`src/rtl/conv_frame_capture.sv`:
```
// conv_frame_capture: writes the convolution pixel stream into frame memory, bottom row first.
module conv_frame_capture #(
  parameter int WORD_SIZE    = 8,
  parameter int IMAGE_WIDTH  = 540,
  parameter int IMAGE_HEIGHT = 360,
  parameter int SKIP_COUNT   = 0,
  parameter int ADDR_WIDTH   = $clog2(IMAGE_WIDTH*IMAGE_HEIGHT)
) (
  input  logic                  clk,
  input  logic                  rst,
  input  logic                  start,
  input  logic                  abort,
  input  logic [WORD_SIZE-1:0]  outputPixel,
  input  logic                  pixelValid,
  output logic                  memWrEn,
  output logic [ADDR_WIDTH-1:0] memAddr,
  output logic [WORD_SIZE-1:0]  memData,
  output logic                  busy,
  output logic                  frameDone,
  output logic                  droppedPixel
);
  typedef enum logic [1:0] {S_IDLE, S_SKIP, S_CAPTURE, S_DONE} state_t;
  localparam logic [ADDR_WIDTH-1:0] LP_W     = ADDR_WIDTH'(IMAGE_WIDTH);
  localparam logic [ADDR_WIDTH-1:0] LP_WM1   = ADDR_WIDTH'(IMAGE_WIDTH-1);
  localparam logic [ADDR_WIDTH-1:0] LP_HM1   = ADDR_WIDTH'(IMAGE_HEIGHT-1);
  localparam logic [ADDR_WIDTH-1:0] LP_BASE0 = ADDR_WIDTH'((IMAGE_HEIGHT-1)*IMAGE_WIDTH);
  localparam logic [16:0]           LP_SKIP  = 17'(SKIP_COUNT);
  state_t                  r_state, w_next;
  logic [ADDR_WIDTH-1:0]   r_row, r_col, r_base, r_addr;
  logic [WORD_SIZE-1:0]    r_data;
  logic [15:0]             r_skip;
  logic [16:0]             w_skip_inc;
  logic                    r_wr_en, r_last, r_dropped;
  logic                    w_accept, w_start, w_drop, w_skip_step;
  assign w_skip_inc  = {1'b0, r_skip} + 17'd1;
  assign w_start     = !abort && r_state == S_IDLE && start;
  assign w_drop      = !abort && pixelValid && (r_state == S_IDLE || r_state == S_DONE);
  assign w_skip_step = !abort && pixelValid && r_state == S_SKIP;
  // r_last holds CAPTURE for the final write cycle so busy drops together with frameDone
  always_comb begin
    w_next   = r_state;
    w_accept = 1'b0;
    if (abort) w_next = S_IDLE;
    else
      case (r_state)
        S_IDLE:    w_next = start ? ((SKIP_COUNT == 0) ? S_CAPTURE : S_SKIP) : S_IDLE;
        S_SKIP:    w_next = (pixelValid && w_skip_inc == LP_SKIP) ? S_CAPTURE : S_SKIP;
        S_CAPTURE: begin
          w_next   = r_last ? S_DONE : S_CAPTURE;
          w_accept = !r_last && pixelValid;
        end
        default:   w_next = S_IDLE;
      endcase
  end
  always_ff @(posedge clk) begin
    if (rst) begin
      r_state   <= S_IDLE;
      r_row     <= LP_HM1;
      r_col     <= '0;
      r_base    <= LP_BASE0;
      r_skip    <= '0;
      r_last    <= 1'b0;
      r_wr_en   <= 1'b0;
      r_addr    <= '0;
      r_data    <= '0;
      r_dropped <= 1'b0;
    end else begin
      r_state   <= w_next;
      r_wr_en   <= w_accept;
      r_dropped <= w_start ? pixelValid : (r_dropped | w_drop);
      if (w_start) begin
        r_row  <= LP_HM1;
        r_col  <= '0;
        r_base <= LP_BASE0;
        r_skip <= '0;
        r_last <= 1'b0;
      end
      if (w_skip_step) r_skip <= w_skip_inc[15:0];
      if (w_accept) begin
        r_addr <= r_base + r_col;
        r_data <= outputPixel;
        r_last <= r_row == '0 && r_col == LP_WM1;
        r_col  <= (r_col == LP_WM1) ? '0 : r_col + 1'b1;
        r_row  <= (r_col == LP_WM1) ? r_row - 1'b1 : r_row;
        r_base <= (r_col == LP_WM1) ? r_base - LP_W : r_base;
      end
    end
  end
  assign memWrEn      = r_wr_en;
  assign memAddr      = r_addr;
  assign memData      = r_data;
  assign busy         = r_state == S_SKIP || r_state == S_CAPTURE;
  assign frameDone    = r_state == S_DONE;
  assign droppedPixel = r_dropped;
endmodule
```
`config.mk`:
```
export PLATFORM = sky130hd
export DESIGN_NAME = conv_frame_capture
export DESIGN_NICKNAME = d
export VERILOG_FILES = /design/src/rtl/conv_frame_capture.sv
export SDC_FILE = /design/constraint.sdc
export NUM_CORES = 1
export LEC_CHECK = 0
export CORE_MARGIN = 2
export CORE_UTILIZATION = 55
export CTS_BUF_LIST = sky130_fd_sc_hd__clkbuf_4
export DETAILED_ROUTE_END_ITERATION = 8
export PLACE_DENSITY_LB_ADDON = 0.25
export SLEW_MARGIN = 10
export SYNTH_ARGS = -nofsm -noshare
export SYNTH_HDL_FRONTEND = slang
export SYNTH_SLANG_ARGS = --single-unit
export TNS_END_PERCENT = 10
```
`constraint.sdc`:
```
create_clock -name clk -period 2.3 [get_ports clk]
set_clock_uncertainty 0.2 [all_clocks]
set_input_delay 0.69 -clock clk [delete_from_list [all_inputs] [get_ports clk]]
set_output_delay 0.69 -clock clk [all_outputs]
set_load 0.02 [all_outputs]
```
## Yosys cells after proc, flatten, opt, wreduce, memory -nomap -nowiden

Index checks and enable logic that the tools add are counted.
W data, S select, Z words.

- Output and inout bits: 30
- Word-level logic and storage cells: 60
- Bits in registers: 101
- Input port bits: 13

- Bitwise logic cells: 1
- Muxes and demuxes: 20
- Equality and inequality tests: 5
- Add/subtract/negate cells: 5
- Reduce and logical (&&, ||, !) cells: 19

Operators by type and width:

| operator | number |
|---|---|
| $mux W18 | 9 |
| $mux W16 | 2 |
| $add A18 B1 Y18 const B | 1 |
| $add A18 B18 Y18 | 1 |
| $eq A18 B10 Y1 const B | 1 |
| $logic_not A18 Y1 | 1 |
| $sub A18 B1 Y18 const B | 1 |
| $sub A18 B10 Y18 const B | 1 |
| $add A16 B1 Y17 const B | 1 |
| $logic_not A17 Y1 | 1 |
| $logic_and A1 B1 Y1 | 8 |
| $mux W1 | 6 |
| $pmux W2 S3 | 1 |
| $eq A2 B2 Y1 const B | 2 |
| $mux W2 | 2 |
| $reduce_bool A2 Y1 | 2 |
| $eq A2 B1 Y1 const B | 1 |
| $logic_not A1 Y1 | 2 |
| $logic_not A2 Y1 | 1 |
| $logic_or A1 B1 Y1 | 2 |
| $ne A2 B1 Y1 const B | 1 |
| $reduce_and A2 Y1 | 1 |
| $reduce_or A2 Y1 | 1 |
| $or A1 B1 Y1 | 1 |

## Logic depth before layout (Yosys ltp)

Gate-level depths: netlist of run 1.

- Word-level depth: 6
- Depth in mapped cells: 10
- Gate-level depth less buffers: 8

## Worst setup path before layout of run 1

OpenSTA, ideal clock, no wires.

- Kind: register -> register
- From: register r_skip[0]
- To: register r_state[1]
- Arrival time: 2.191 ns
- Stages on the path, launching flop included: 9
- Data required time: 2.031 ns
- Period minus slack after synthesis: 2.460 ns
- Buffers on the path: 1
- Path slack: -0.160 ns
- Path through: dfxtp_1 > ha_1 > nand2_1 > or4_1 > buf_2 > or3_1 > o31a_1 > or3_1 > o21ai_1

- Cells in the longest elaborated chain, start to end: 5

Ends and longest elaborated chain:

| item | line | text |
|---|---|---|
| from (decl) | 31 | `logic [15:0] r_skip;` |
| from (signal assigned) | 78 | `if (w_skip_step) r_skip <= w_skip_inc[15:0];` |
| $add A16 B1 Y17 | 35 | `assign w_skip_inc = {1'b0, r_skip} + 17'd1;` |
| $logic_not A17 Y1 | 47 | `S_SKIP: w_next = (pixelValid && w_skip_inc == LP_SKIP) ? S_CAPTURE : S_SKIP;` |
| $logic_and A1 B1 Y1 | 47 |  |
| $mux W2 | 47 |  |
| $pmux W2 S3 | 45 | `case (r_state)` |
| to (signal assigned) | 68 | `r_state <= w_next;` |
| to (decl) | 28 | `state_t r_state, w_next;` |

Every way passes these cells.
A chain may end at the register's enable or synchronous reset.

## Worst setup path after layout of run 1

- From: register r_skip[7]
- To: register r_state[1]

The elaborated chain is that of the path after synthesis.

==> results of run 1 <==
## timing repair
item | in CTS | in global routing
setup buffers | 0 | 3
gates resized for setup | 42 | 21
setup endpoints to repair | 36 | 41
pin swaps | 0 | 8
## cell families (layout without fill, tap and decap cells)
| kind of cell | Yosys count | after routing | share of synthesized area (%) |
|---|---|---|---|
| mux | 1 | 1 | 0.1863 |
| buf+inv | 52 | 169 | 4.099 |
| flops | 99 | 99 | 36.89 |
| compound gates | 158 | 158 | 17.89 |
| fa+ha+maj | 24 | 24 | 5.589 |
| xor+xnor | 40 | 40 | 6.521 |
| simple gates | 308 | 308 | 28.83 |
## power by group through the flow
| stage | logic (W) | registers (W) | clock network, W |
|---|---|---|---|
| final | 0.000276 | 0.00175 | 0.00104 |
| after global routing | 0.000301 | 0.00175 | 0.00112 |
| after CTS | 0.000269 | 0.00175 | 0.00106 |
| after detailed placement | 0.000272 | 0.00179 | 0 |
| after global placement | 0.000267 | 0.00179 | 0 |
| after floorplan | 0.000130 | 0.00180 | 0 |
## critical path, stage by stage, from the launching register on
cell and delay [ns]:
dfxtp_1 0.37, nand4_1 0.17, or4_4 0.52, or3_1 0.35, o31a_1 0.13, or3_1 0.37
o21ai_1 0.13
## flip-flops by register name, indices dropped and copies added (netlist names)
name          flops
r_skip           16
memData           8
r_last            1
memWrEn           1
r_state           2
r_base           16
memAddr          18
r_col            18
r_row            18
droppedPixel      1
## per-stage QoR
stage,TNS [ns],setup slack (ns),total power [W]
floorplan,-0.4907,-0.04493,0.001927
global placement,-19.80,-0.3917,0.002052
detailed placement,-24.25,-0.4437,0.002058
CTS,-0.002032,-0.002032,0.003079
global route,-0.4447,-0.1029,0.003174
finish,-0.006179,-0.006179,0.003065
## routing by layer
layer,GRT usage [%],part of all wire (%),vias to the layer above
li1,-,-,2691
met1,32.74,43,2557
met2,47.96,50,132
met3,3.254,4.0,24
met4,12.65,2.6,0
met5,0,0,-
## final cells by class
| cell class | count | area [sq um] | share of cell area (%) |
|---|---|---|---|
| Inverter | 13 | 48.80 | 0.7170 |
| Multi-Input combinational cell | 531 | 3297 | 48.45 |
| Tap cell | 133 | 166.4 | 2.445 |
| Sequential cell | 99 | 1991 | 29.25 |
| Clock inverter | 7 | 92.59 | 1.361 |
| Clock buffer | 9 | 67.56 | 0.9928 |
| Timing Repair Buffer | 140 | 1142 | 16.79 |
## path summary, 6_finish.rpt
kind                                         startpoint  cells past startpoint  slack (ns)                      end
worst max register to register   r_skip[7]$_SDFFE_PP0P_                      6      -0.006    r_state[1]$_SDFF_PP0_
worst min register to register  memData[6]$_SDFFE_PP0P_                      2        0.26  memData[6]$_SDFFE_PP0P_
worst min-delay path            memData[6]$_SDFFE_PP0P_                      2        0.26  memData[6]$_SDFFE_PP0P_
worst max-delay path             r_skip[7]$_SDFFE_PP0P_                      6      -0.006    r_state[1]$_SDFF_PP0_
## cell usage in the layout, fill, tap and decap left out, drive strengths merged, types with 4 or more instances in the layout
| cell type | Yosys | layout |
|---|---|---|
| buf | 5 | 100 |
| dfxtp | 99 | 99 |
| nand2 | 77 | 77 |
| nor2 | 72 | 72 |
| a21oi | 55 | 55 |
| o21ai | 44 | 44 |
| nand3 | 32 | 32 |
| xor2 | 29 | 29 |
| dlygate4sd2 | 0 | 28 |
| nor3 | 26 | 26 |
| ha | 24 | 24 |
| nand4 | 23 | 23 |
| inv | 13 | 13 |
| nor4 | 13 | 13 |
| or3 | 12 | 12 |
| xnor2 | 11 | 11 |
| and3 | 10 | 10 |
| clkdlybuf4s50 | 0 | 10 |
| a311oi | 9 | 9 |
| clkbuf | 34 | 9 |
| nand3b | 8 | 8 |
| a31oi | 8 | 8 |
| a211oi | 8 | 8 |
| a21o | 7 | 7 |
| nand4b | 6 | 6 |
| a22oi | 6 | 6 |
| nor2b | 4 | 4 |
| nand2b | 4 | 4 |
| a41oi | 4 | 4 |
| or4 | 4 | 4 |
==> results.yml, run 1 <==
status:
  outcome: "finished, violations left"
  violations: "negative setup slack"
route:
  drcViolationCount: 0
  vias_per_cell: 5.798
  wire_per_inst_microns: 14.74
  dr.pass1.iters: 5
  vias: 5404
  routed_wl_mm: 13.73
  initialDrtViolationCount: 296
  ant_nets: 0
global_route:
  grt_max_degree: 29
  grt_antenna_before_repair: 0
  grt.total_usage_pct: 27.07
  grt_pass1_wl_mm: 22.79
  grt_pass1_vias: 5169
  gr-total-overflow: 0
power:
  p_switching_w: 0.0007738
  netSwitchingFraction_pct: 25.24
  p_int_w: 0.002292
  power_frac_clock_pct: 33.9
  leakage_nw: 2.729
  pwr_density_cell_nw_per_um2: 450.4
  ir_worst_vdd_mv: 0.2803
  combPwrFrac_pct: 9.0
  power_frac_seq_pct: 57.1
clocking:
  cts_sinks: 99
  htreeDepth: 3
  cts.clk_slew.worst_paths_ns: 0.15
  clockRootBuffer: "clkbuf_4"
  insertion_delay_ns: 0.48
  hold_buffers: 0
  numCtsBuffers: 9
  clk_path_buf_depth: 2
  cts_tree: "yes"
final_layout:
  stdcell_area_sq_um: 6805
  fill_cells: 800
  n_antenna_cell: 0
  finalNetCount: 831
  drive_gt1_share_pct: 19.15
  layoutNonFillerInstCount: 932
  fin_util_pct: 70.60
  areaGrowthSynthToFinish_pct: 26.67
placement:
  numPortBuffers: 42
  gp_congestion: 0.8768
  hpwl_mm: 9.978
  dpl.cell_count: 913
  placed_area_sq_um: 6549
logic_synthesis:
  synth_area_leaders: "dfxtp_1, ha_1, nand2_1, a21oi_1, nor2_1"
  syn-mean-instance-area_sq_um: 7.878
  synth.yosys.seq_area_share_pct: 36.89
  post-synth-top-area-fraction_pct: 36.89
  async_flop_share_pct: 0
  syn_area_sq_um: 5373
  synth_common_cells: "dfxtp_1, nand2_1, nor2_1"
  syn_inst: 682
  yosysTopAreaCell: "dfxtp_1"
  synth_fp_nets: 719
  yosys.cell_count.top_type: "dfxtp_1"
  ys_warn_count: 0
  synth-seq-cells: 99
  synthFlopType: "dfxtp_1"
  yosysUniqueCellTypes: 60
  synth-edff-count: 0
floorplan:
  die_h_microns: 102.8
  die_area_sq_um: 10580
  core_area_sq_um: 9639
  start_util_pct: 55.74
  die_width_microns: 102.8
  rows: 36
  pin_count: 43
worst_setup_path:
  start_kind: "register"
  end_kind: "register"
  critical_path_class: "register to register"
  path_max_fanout: 3
  required_ns: 2.53
  cp.arrival_ns: 2.53
sta:
  slew_headroom_pct: 64.42
  min_period_ns: 2.306
  holdWs_ns: 0.2595
  slew_violations: 0
  setup_ws_ns: -0.006179
  hold_viol_final: 0
  rsz0062_at_grt: "yes"
  setup_viol: 1
  fmax_mhz: 433.6
  worst_pin_slew_ns: 0.5337
  timing.final.crit_share_pct: 100.3
run:
  drv_cap: 0
min_path:
  hp-class: "register to register"
No activity file was read; power rests on OpenSTA's default activity.
==> run 2: changes to the inputs <==
--- a/config.mk
+++ b/config.mk
@@ -9,6 +9,7 @@
 export CORE_UTILIZATION = 55
 export CTS_BUF_LIST = sky130_fd_sc_hd__clkbuf_4
 export DETAILED_ROUTE_END_ITERATION = 8
+export GPL_ROUTABILITY_DRIVEN = 0
 export PLACE_DENSITY_LB_ADDON = 0.25
 export SLEW_MARGIN = 10
 export SYNTH_ARGS = -nofsm -noshare
==> results of run 2 <==
Final layout, timing and power as in run 1 (identical DEF).
